`src/rtl/data_mem_pkg.sv`:
```
// Shared definitions for the block-addressed data memory behind the data cache.
// Holds the controller state encoding and the default geometry/latency limits.
package data_mem_pkg;

  typedef enum logic [1:0] {
    IDLE = 2'b00,
    BUSY = 2'b01,
    DONE = 2'b10
  } state_t;

  localparam int DEFAULT_ADDR_W  = 6;
  localparam int DEFAULT_BLOCK_W = 32;
  localparam int LATENCY_MAX     = 255;

endpackage

```
`src/rtl/mem_latency_timer.sv`:
```
// 8-bit access-latency counter: start loads 1, then counts up each edge
// until cleared; expire flags the edge on which the access commits.
module mem_latency_timer
  import data_mem_pkg::*;
#(
  parameter int LATENCY = 5
) (
  input  logic       CLK,
  input  logic       RESET,
  input  logic       i_start,
  input  logic       i_clear,
  output logic       o_expire,
  output logic [7:0] o_count
);

  logic [7:0] r_count;

  // A zero count means idle; only a running count advances.
  always_ff @(posedge CLK) begin
    if (RESET || i_clear) begin
      r_count <= 8'd0;
    end else if (i_start) begin
      r_count <= 8'd1;
    end else if (r_count != 8'd0) begin
      r_count <= r_count + 8'd1;
    end
  end

  assign o_expire = (r_count == 8'(LATENCY));
  assign o_count  = r_count;

endmodule

```
`src/rtl/data_memory.sv`:
```
// Backing store below the data cache: one whole-block read or write per
// request, committed a fixed LATENCY edges after acceptance.
module data_memory
  import data_mem_pkg::*;
#(
  parameter int ADDR_W  = DEFAULT_ADDR_W,
  parameter int BLOCK_W = DEFAULT_BLOCK_W,
  parameter int LATENCY = 5
) (
  input  logic               CLK,
  input  logic               RESET,
  input  logic               READ,
  input  logic               WRITE,
  input  logic [ADDR_W-1:0]  ADDRESS,
  input  logic [BLOCK_W-1:0] WRITEDATA,
  output logic [BLOCK_W-1:0] READDATA,
  output logic               BUSYWAIT,
  output logic [1:0]         o_dbg_state
);

  localparam int DEPTH = 2 ** ADDR_W;

  // Handshake: the requester holds READ/WRITE high until BUSYWAIT is seen low
  // at a rising edge; BUSYWAIT rises combinationally with the request in IDLE,
  // stays high through BUSY and drops for the single DONE cycle.

  state_t               r_state;
  state_t               w_next;
  logic                 w_busy;
  logic                 w_start;
  logic                 w_clear;
  logic                 w_expire;
  logic [7:0]           w_count;
  logic                 r_is_write;
  logic [ADDR_W-1:0]    r_addr;
  logic [BLOCK_W-1:0]   r_wdata;
  logic [BLOCK_W-1:0]   r_readdata;
  logic [BLOCK_W-1:0]   r_mem [DEPTH];

  mem_latency_timer #(
    .LATENCY (LATENCY)
  ) u_timer (
    .CLK      (CLK),
    .RESET    (RESET),
    .i_start  (w_start),
    .i_clear  (w_clear),
    .o_expire (w_expire),
    .o_count  (w_count)
  );

  // Explicit compares to 1 keep an X request from ever leaving IDLE.
  always_comb begin
    w_next  = r_state;
    w_busy  = 1'b0;
    w_start = 1'b0;
    w_clear = 1'b0;
    case (r_state)
      IDLE: begin
        if ((READ == 1'b1) || (WRITE == 1'b1)) begin
          w_busy  = 1'b1;
          w_start = 1'b1;
          w_next  = BUSY;
        end
      end
      BUSY: begin
        w_busy = 1'b1;
        if (w_expire) begin
          w_next = DONE;
        end
      end
      DONE: begin
        w_clear = 1'b1;
        w_next  = IDLE;
      end
      default: begin
        w_clear = 1'b1;
        w_next  = IDLE;
      end
    endcase
  end

  always_ff @(posedge CLK) begin
    if (RESET) begin
      r_state    <= IDLE;
      r_readdata <= '0;
      r_is_write <= 1'b0;
      r_addr     <= '0;
      r_wdata    <= '0;
      for (int i = 0; i < DEPTH; i++) begin
        r_mem[i] <= '0;
      end
    end else begin
      r_state <= w_next;
      if (w_start) begin
        r_is_write <= (WRITE == 1'b1);
        r_addr     <= ADDRESS;
        r_wdata    <= WRITEDATA;
      end
      if ((r_state == BUSY) && w_expire) begin
        if (r_is_write) begin
          r_mem[r_addr] <= r_wdata;
        end else begin
          r_readdata <= r_mem[r_addr];
        end
      end
    end
  end

  assign BUSYWAIT    = RESET ? 1'b0 : w_busy;
  assign READDATA    = r_readdata;
  assign o_dbg_state = r_state;

endmodule

```
`config.mk`:
```
export PLATFORM = sky130hd
export DESIGN_NAME = data_memory
export DESIGN_NICKNAME = d
export VERILOG_FILES = /design/src/rtl/data_mem_pkg.sv /design/src/rtl/mem_latency_timer.sv /design/src/rtl/data_memory.sv
export SDC_FILE = /design/constraint.sdc
export NUM_CORES = 2
export LEC_CHECK = 0
export ABC_CLOCK_PERIOD_IN_PS = 3500
export CAP_MARGIN = 30
export CORE_MARGIN = 1
export CORE_UTILIZATION = 42
export CTS_BUF_LIST = sky130_fd_sc_hd__clkbuf_8
export CTS_CLUSTER_DIAMETER = 200
export DETAILED_ROUTE_END_ITERATION = 12
export PLACE_DENSITY_LB_ADDON = 0.3
export SKIP_CTS_REPAIR_TIMING = 1
export SYNTH_ARGS = -nofsm -noshare
export SYNTH_HDL_FRONTEND = slang
export SYNTH_HIERARCHICAL = 1
export SYNTH_SLANG_ARGS = --single-unit
```
`constraint.sdc`:
```
create_clock -name CLK -period 3.5 [get_ports CLK]
set_clock_uncertainty 0.05 [all_clocks]
set_input_delay 0.7 -clock CLK [delete_from_list [all_inputs] [get_ports CLK]]
set_output_delay 0.7 -clock CLK [all_outputs]
set_load 0.03 [all_outputs]
```
Word-level counts from Yosys, hierarchy flattened
Memory sizes are Yosys's and may differ from the RTL's. A register that Yosys moved wholly into a read port is not among the register bits.
Cells that the tools add are included.
{ "totals": {"register_bits": 49, "mem_bits_rw": 2048, "inputBits": 42, "out_inout_bits": 35, "wordCells": 43, "n_memories": 1} }
{ "mem_list": {"columns": ["memory", "words", "width", "read_ports", "rd_clocked_by_memory_dff", "wr", "line_no", "text"], "rows": [
  ["r_mem", 64, 32, 1, 1, 64, "data_memory.sv:38", "logic [BLOCK_W-1:0] r_mem [DEPTH];"]
]} }
{ "op_classes": {"add_sub_neg": 1, "eq_ne": 4, "n_mux": 19, "bitwise": 1, "n_reduce_logical": 11} }
{ "op_table": {"columns": ["cell", "count"], "rows": [
  ["$mux 32", 1],
  ["$reduce_or 32->1", 1],
  ["$mux 1", 13],
  ["$add 8x1->8 const B", 1],
  ["$eq 8x3->1 const B", 1],
  ["$reduce_bool 8->1", 1],
  ["$mux 6", 1],
  ["$mux 2", 2],
  ["$ne 2x2->1 const B", 2],
  ["$pmux 2 s2", 1],
  ["$reduce_and 2->1", 2],
  ["$reduce_or 2->1", 2],
  ["$eq 2x1->1 const B", 1],
  ["$logic_not 2->1", 1],
  ["$logic_or 1x1->1", 2],
  ["$pmux 1 s2", 1],
  ["$reduce_bool 2->1", 1],
  ["$logic_and 1x1->1", 1],
  ["$not 1->1", 1]
]} }

Depth between registers and ports, before layout
{ "depth": {"depth_word": 7, "ltp_mapped": 11, "ltp_nobuf": 10} }

Cells and area by module
The synthesis kept the hierarchy.
{ "modules_own_cells": {"columns": ["mod", "n_inst", "cells_per_inst", "area_each_um2", "seq_area_each_um2"], "rows": [
  ["data_memory", 1, 6818, 95944.5, 62960.4],
  ["mem_latency_timer", 1, 49, 432.9, 160.2]
]} }

Worst setup path after synthesis
No wires, ideal clock.
{ "synth_path": {"path_type": "register to register", "start": "register u_timer.r_count[3], in the netlist u_timer/o_count[3]", "end": "memory r_mem[10][0] (netlist name) (enable)", "setup_ps": 375, "t_arrival_ps": 2692, "t_required_ps": 3075, "setup_slack_ps": 384, "path_stages_with_launch": 10, "path_buffers": 1, "synth_period_minus_slack_ps": 3116, "path_cell_list": "dfxtp_1 > clkbuf_1 > or3_1 > nor4_1 > and4bb_2 > nand2_2 > nor2_1 > nand2_1 > nor2_1 > or2_2"} }
{ "synth_lines": {"columns": ["element", "line_no", "text"], "rows": [
  ["start: declaration", "mem_latency_timer.sv:16", "logic [7:0] r_count;"],
  ["start signal: assignment", "mem_latency_timer.sv:25", "r_count <= r_count + 8'd1;"],
  ["end: declaration", "data_memory.sv:38", null]
]} }

==> out/results.md <==
### Clock tree
* **Clock transition at path regs** 0.06 ns
* **Clk Latency, worst-skew pair** 1.11 ns
* **clock sinks** 2,129
* **clock tree buffer depth** 4
* **root cell of the clock tree** sky130_fd_sc_hd__clkbuf_8
* **H-Tree Level Count** 5
* **CTS tree** done
* **number of buffers added by the clock tree synthesis step** 367

### Setup path
* **launching point of the worst reg2reg path** r_addr[1]
* **Setup crit end kind** flop
* **launch point of the worst path** r_addr[1]
* **end of the worst register-to-register path** READDATA[30]
* **critical setup path kind** flop to flop
* **worst-path maximum fanout** 25
* **Worst R2R Path Depth** 8
* **CP arrival** 4.39 ns
* **required time reported for the critical path endpoint** 4.39 ns
* **Worst Setup Start Kind** flop
* **Worst Setup EP** READDATA[30]
* **Worst R2R Setup Slack** 0.002 ns

### Place
* **cell total after placement** 9,850
* **worst setup slack after placement** -0.180 ns
* **Final GP Congestion** 0.955
* **area after detailed placement** 105,000 um^2
* **total half-perimeter wirelength after legalization and detailed placement** 210 mm
* **count of input and output buffers** 76

### Timing
* **transition time at the pin with the least slew margin** 1.16 ns
* **highest achievable clock rate** 286 MHz
* **smallest setup slack after layout** 0.00248 ns
* **final count of hold timing violations** 0
* **unrepaired setup endpoints after global routing** no
* **Rel. slew slack** 22.6%
* **Max Transition Viols Final** 0
* **Setup-failing EPs final** 0
* **Period minus WS final** 3.50 ns
* **share of the cycle needed by the critical path after routing** 99.9%
* **worst-case hold slack** 0.0791 ns

### Logic synthesis
* **Area contributors post-synth** sky130_fd_sc_hd__edfxtp_1, sky130_fd_sc_hd__and2_1, sky130_fd_sc_hd__mux4_2
* **synth cell count leaders** sky130_fd_sc_hd__and2_1, sky130_fd_sc_hd__edfxtp_1, sky130_fd_sc_hd__clkbuf_1, sky130_fd_sc_hd__mux2i_1, sky130_fd_sc_hd__a221oi_1
* **Net Count, Synth** 6,912
* **cell with the most instances after synthesis** sky130_fd_sc_hd__and2_1
* **share of the synthesized area in the top cell type** 63.8%
* **synth unique cells** 84
* **Syn Inst Count** 6,867
* **flip-flop cell with the highest count after synthesis** sky130_fd_sc_hd__edfxtp_1
* **portion of the post-synthesis area used by sequential elements** 65.5%
* **number of enable flip-flop cells after synthesis** 2,048
* **per-instance average area after synthesis** 14.0 um^2
* **post-synth top area cell** sky130_fd_sc_hd__edfxtp_1
* **Ys Warns** 6
* **proportion of register bits with asynchronous set or reset after synthesis** 0%
* **netlist area before placement** 96,400 um^2
* **flip-flop and latch count after synthesis** 2,129

### Power and ir drop
* **sw frac** 25.7%
* **sequential group share of total power** 52.9%
* **total leakage power** 40.9 nW
* **internal power component** 0.0411 W
* **power density over the cells** 495 nW/um^2
* **sw power** 0.0142 W
* **IR Drop Worst-Case VDD** 0.354 mV
* **Clock Power Share** 37.7%
* **part of the total power dissipated in combinational logic** 9.3%

### Cells and area
* **area of the multi-input gates** 30,300 um^2
* **count of filler cells inserted in the layout** 19,400
* **post-route cell area** 112,000 um^2
* **signed area change from the synthesized netlist to the final layout** 15.7%
* **number of non-filler instances in the completed layout** 10,500
* **post-layout net count** 7,259
* **share of post-route cells with drive strength above 1** 20.5%
* **Sequential cell area** 63,200 um^2

### Detailed routing
* **count of routing violations after the opening detailed-route iteration** 8,657
* **total DRC errors in the routed layout** 0
* **length of the first detailed-routing pass in iterations** 7
* **post-DR vias/cell** 5.87
* **post-route antenna net violation count** 0
* **Detailed Route WL** 324 mm
* **per-cell routed wire length** 30.8 um
* **routed via count** 61,700

### Floorplanning
* **Initial Util** 42.3%
* **Ports** 77
* **core area** 228,000 um^2
* **die boundary height** 481 um
* **total die area** 231,000 um^2
* **die width** 481 um
* **number of placement rows** 175

### Global route
* **initial antenna violation count** 29
* **wire length of the first global-routing pass** 454 mm
* **via count of the first global-routing pass** 60,200
* **maximum number of pins on one net before global-route repair** 92
* **overall fraction of global-route tracks in use** 27.7%
* **GRT overflow** 0

### Status
* **status** completed

### Hold path
* **hold path start** WRITEDATA[27]
* **worst min-delay path category** primary input to flop

### Run
* **number of max-cap violations** 0

## area by class of cell
| class | instances | share of cell area (%) |
|---|---|---|
| antenna | 13 | 0.0292 |
| tap | 3009 | 3.37 |
| sequential | 2129 | 56.6 |
| clock buffer | 395 | 4.87 |
| clock inverter | 250 | 0.987 |
| inverter | 7 | 0.0314 |
| multi-input combinational | 4020 | 27.1 |
| timing repair buffer | 689 | 6.94 |
## stage by stage
| step | setup TNS, ns | util, % | power, W |
|---|---|---|---|
| floorplan | 0 | - | 0.0320 |
| finish | 0 | 49.0 | 0.0553 |
| detailed placement | -27.78 | 46.1 | 0.0348 |
| CTS | -37.69 | 48.9 | 0.0553 |
| global placement | -76.97 | 46.0 | 0.0347 |
| global route | 0 | 49.0 | 0.0567 |
## placed cells by master (no fill, tap or decap), drive strengths merged, types with 5 or more instances in the layout
cell           Yosys  routed
or2               69      69
nand3             39      39
dfxtp             81      81
o31a               6       6
nand2            180     180
o21ai             94      94
a222oi             6       6
a31oi              5       5
inv                7     151
a21oi            125     125
a311oi            23      23
o221ai            12      12
o21a              13      13
and2            2053    2053
a211oi            17      17
o22ai             88      88
clkdlybuf4s50      0      75
clkinv             0      98
buf              219     614
diode              0      13
mux4             215     215
or4                5       5
o211ai             9       9
mux2i            298     298
and3              13      13
a22o               8       8
or3                7       7
nor2b              9       9
o2bb2ai            7       7
clkbuf           492     395
edfxtp          2048    2048
a221oi           249     249
nor4               7       7
nor2             219     219
nor3              41      41
mux2              71      71
a22oi             81      81
## routing by layer
metal	part of all wire [%]	vias to the layer above	GRT usage, %
met3	10	735	6.76
li1	-	25900	-
met1	38	31400	36.1
met4	5.9	16	15.0
met5	0.033	-	0
met2	46	3599	42.7
## cell families (layout without fill, tap and decap cells)
| family | count (synthesis) | in the layout | synth area share, % |
|---|---|---|---|
| and+or+nand+nor | 2659 | 2659 | 16.3 |
| DFF | 2129 | 2129 | 65.5 |
| AOI/OAI and AO/OA | 771 | 771 | 5.80 |
| buffers and inverters | 718 | 1341 | 3.41 |
| muxes | 584 | 584 | 8.95 |
| adders and majority gates | 3 | 3 | 0.0390 |
| xor gates and xnor gates | 3 | 3 | 0.0273 |
| other | 0 | 13 | 0 |
## flip-flops by register name, indices dropped and copies added (netlist names)
name,cells
r_is_write,1
r_mem,2048
r_wdata,32
u_timer/o_count,8
o_dbg_state,2
READDATA,32
r_addr,6
## critical path: stages (launching register included)
cell,delay (ns)
sky130_fd_sc_hd__dfxtp_4,0.62
sky130_fd_sc_hd__buf_12,0.33
sky130_fd_sc_hd__inv_4,0.28
sky130_fd_sc_hd__buf_12,0.27
sky130_fd_sc_hd__a221oi_1,0.33
sky130_fd_sc_hd__nor2_1,0.09
sky130_fd_sc_hd__o21ai_0,0.59
sky130_fd_sc_hd__and3_1,0.50
sky130_fd_sc_hd__a41oi_2,0.16
## worst min-delay path by stage
stage	endpoint	slack, ns	cells after the start
4_1_cts	r_wdata[27]	0.02	3
2_1_floorplan	u_timer/o_count[7]	0.41	2
3_3_place_gp	r_wdata[25]	0.39	2
6_report	r_wdata[27]	0.08	3
5_1_grt	o_dbg_state[1]	0.05	2
3_5_place_dp	r_wdata[25]	0.40	2
## power groups by stage
| stage | Clock [W] | Combinational (W) | Sequential (W) |
|---|---|---|---|
| 6_report | 0.0209 | 0.00515 | 0.0292 |
| 3_5_place_dp | 0 | 0.00500 | 0.0298 |
| 3_3_place_gp | 0 | 0.00493 | 0.0298 |
| 5_1_grt | 0.0221 | 0.00530 | 0.0293 |
| 2_1_floorplan | 0 | 0.00267 | 0.0294 |
| 4_1_cts | 0.0210 | 0.00501 | 0.0293 |
No activity file was read; power rests on OpenSTA's default activity.
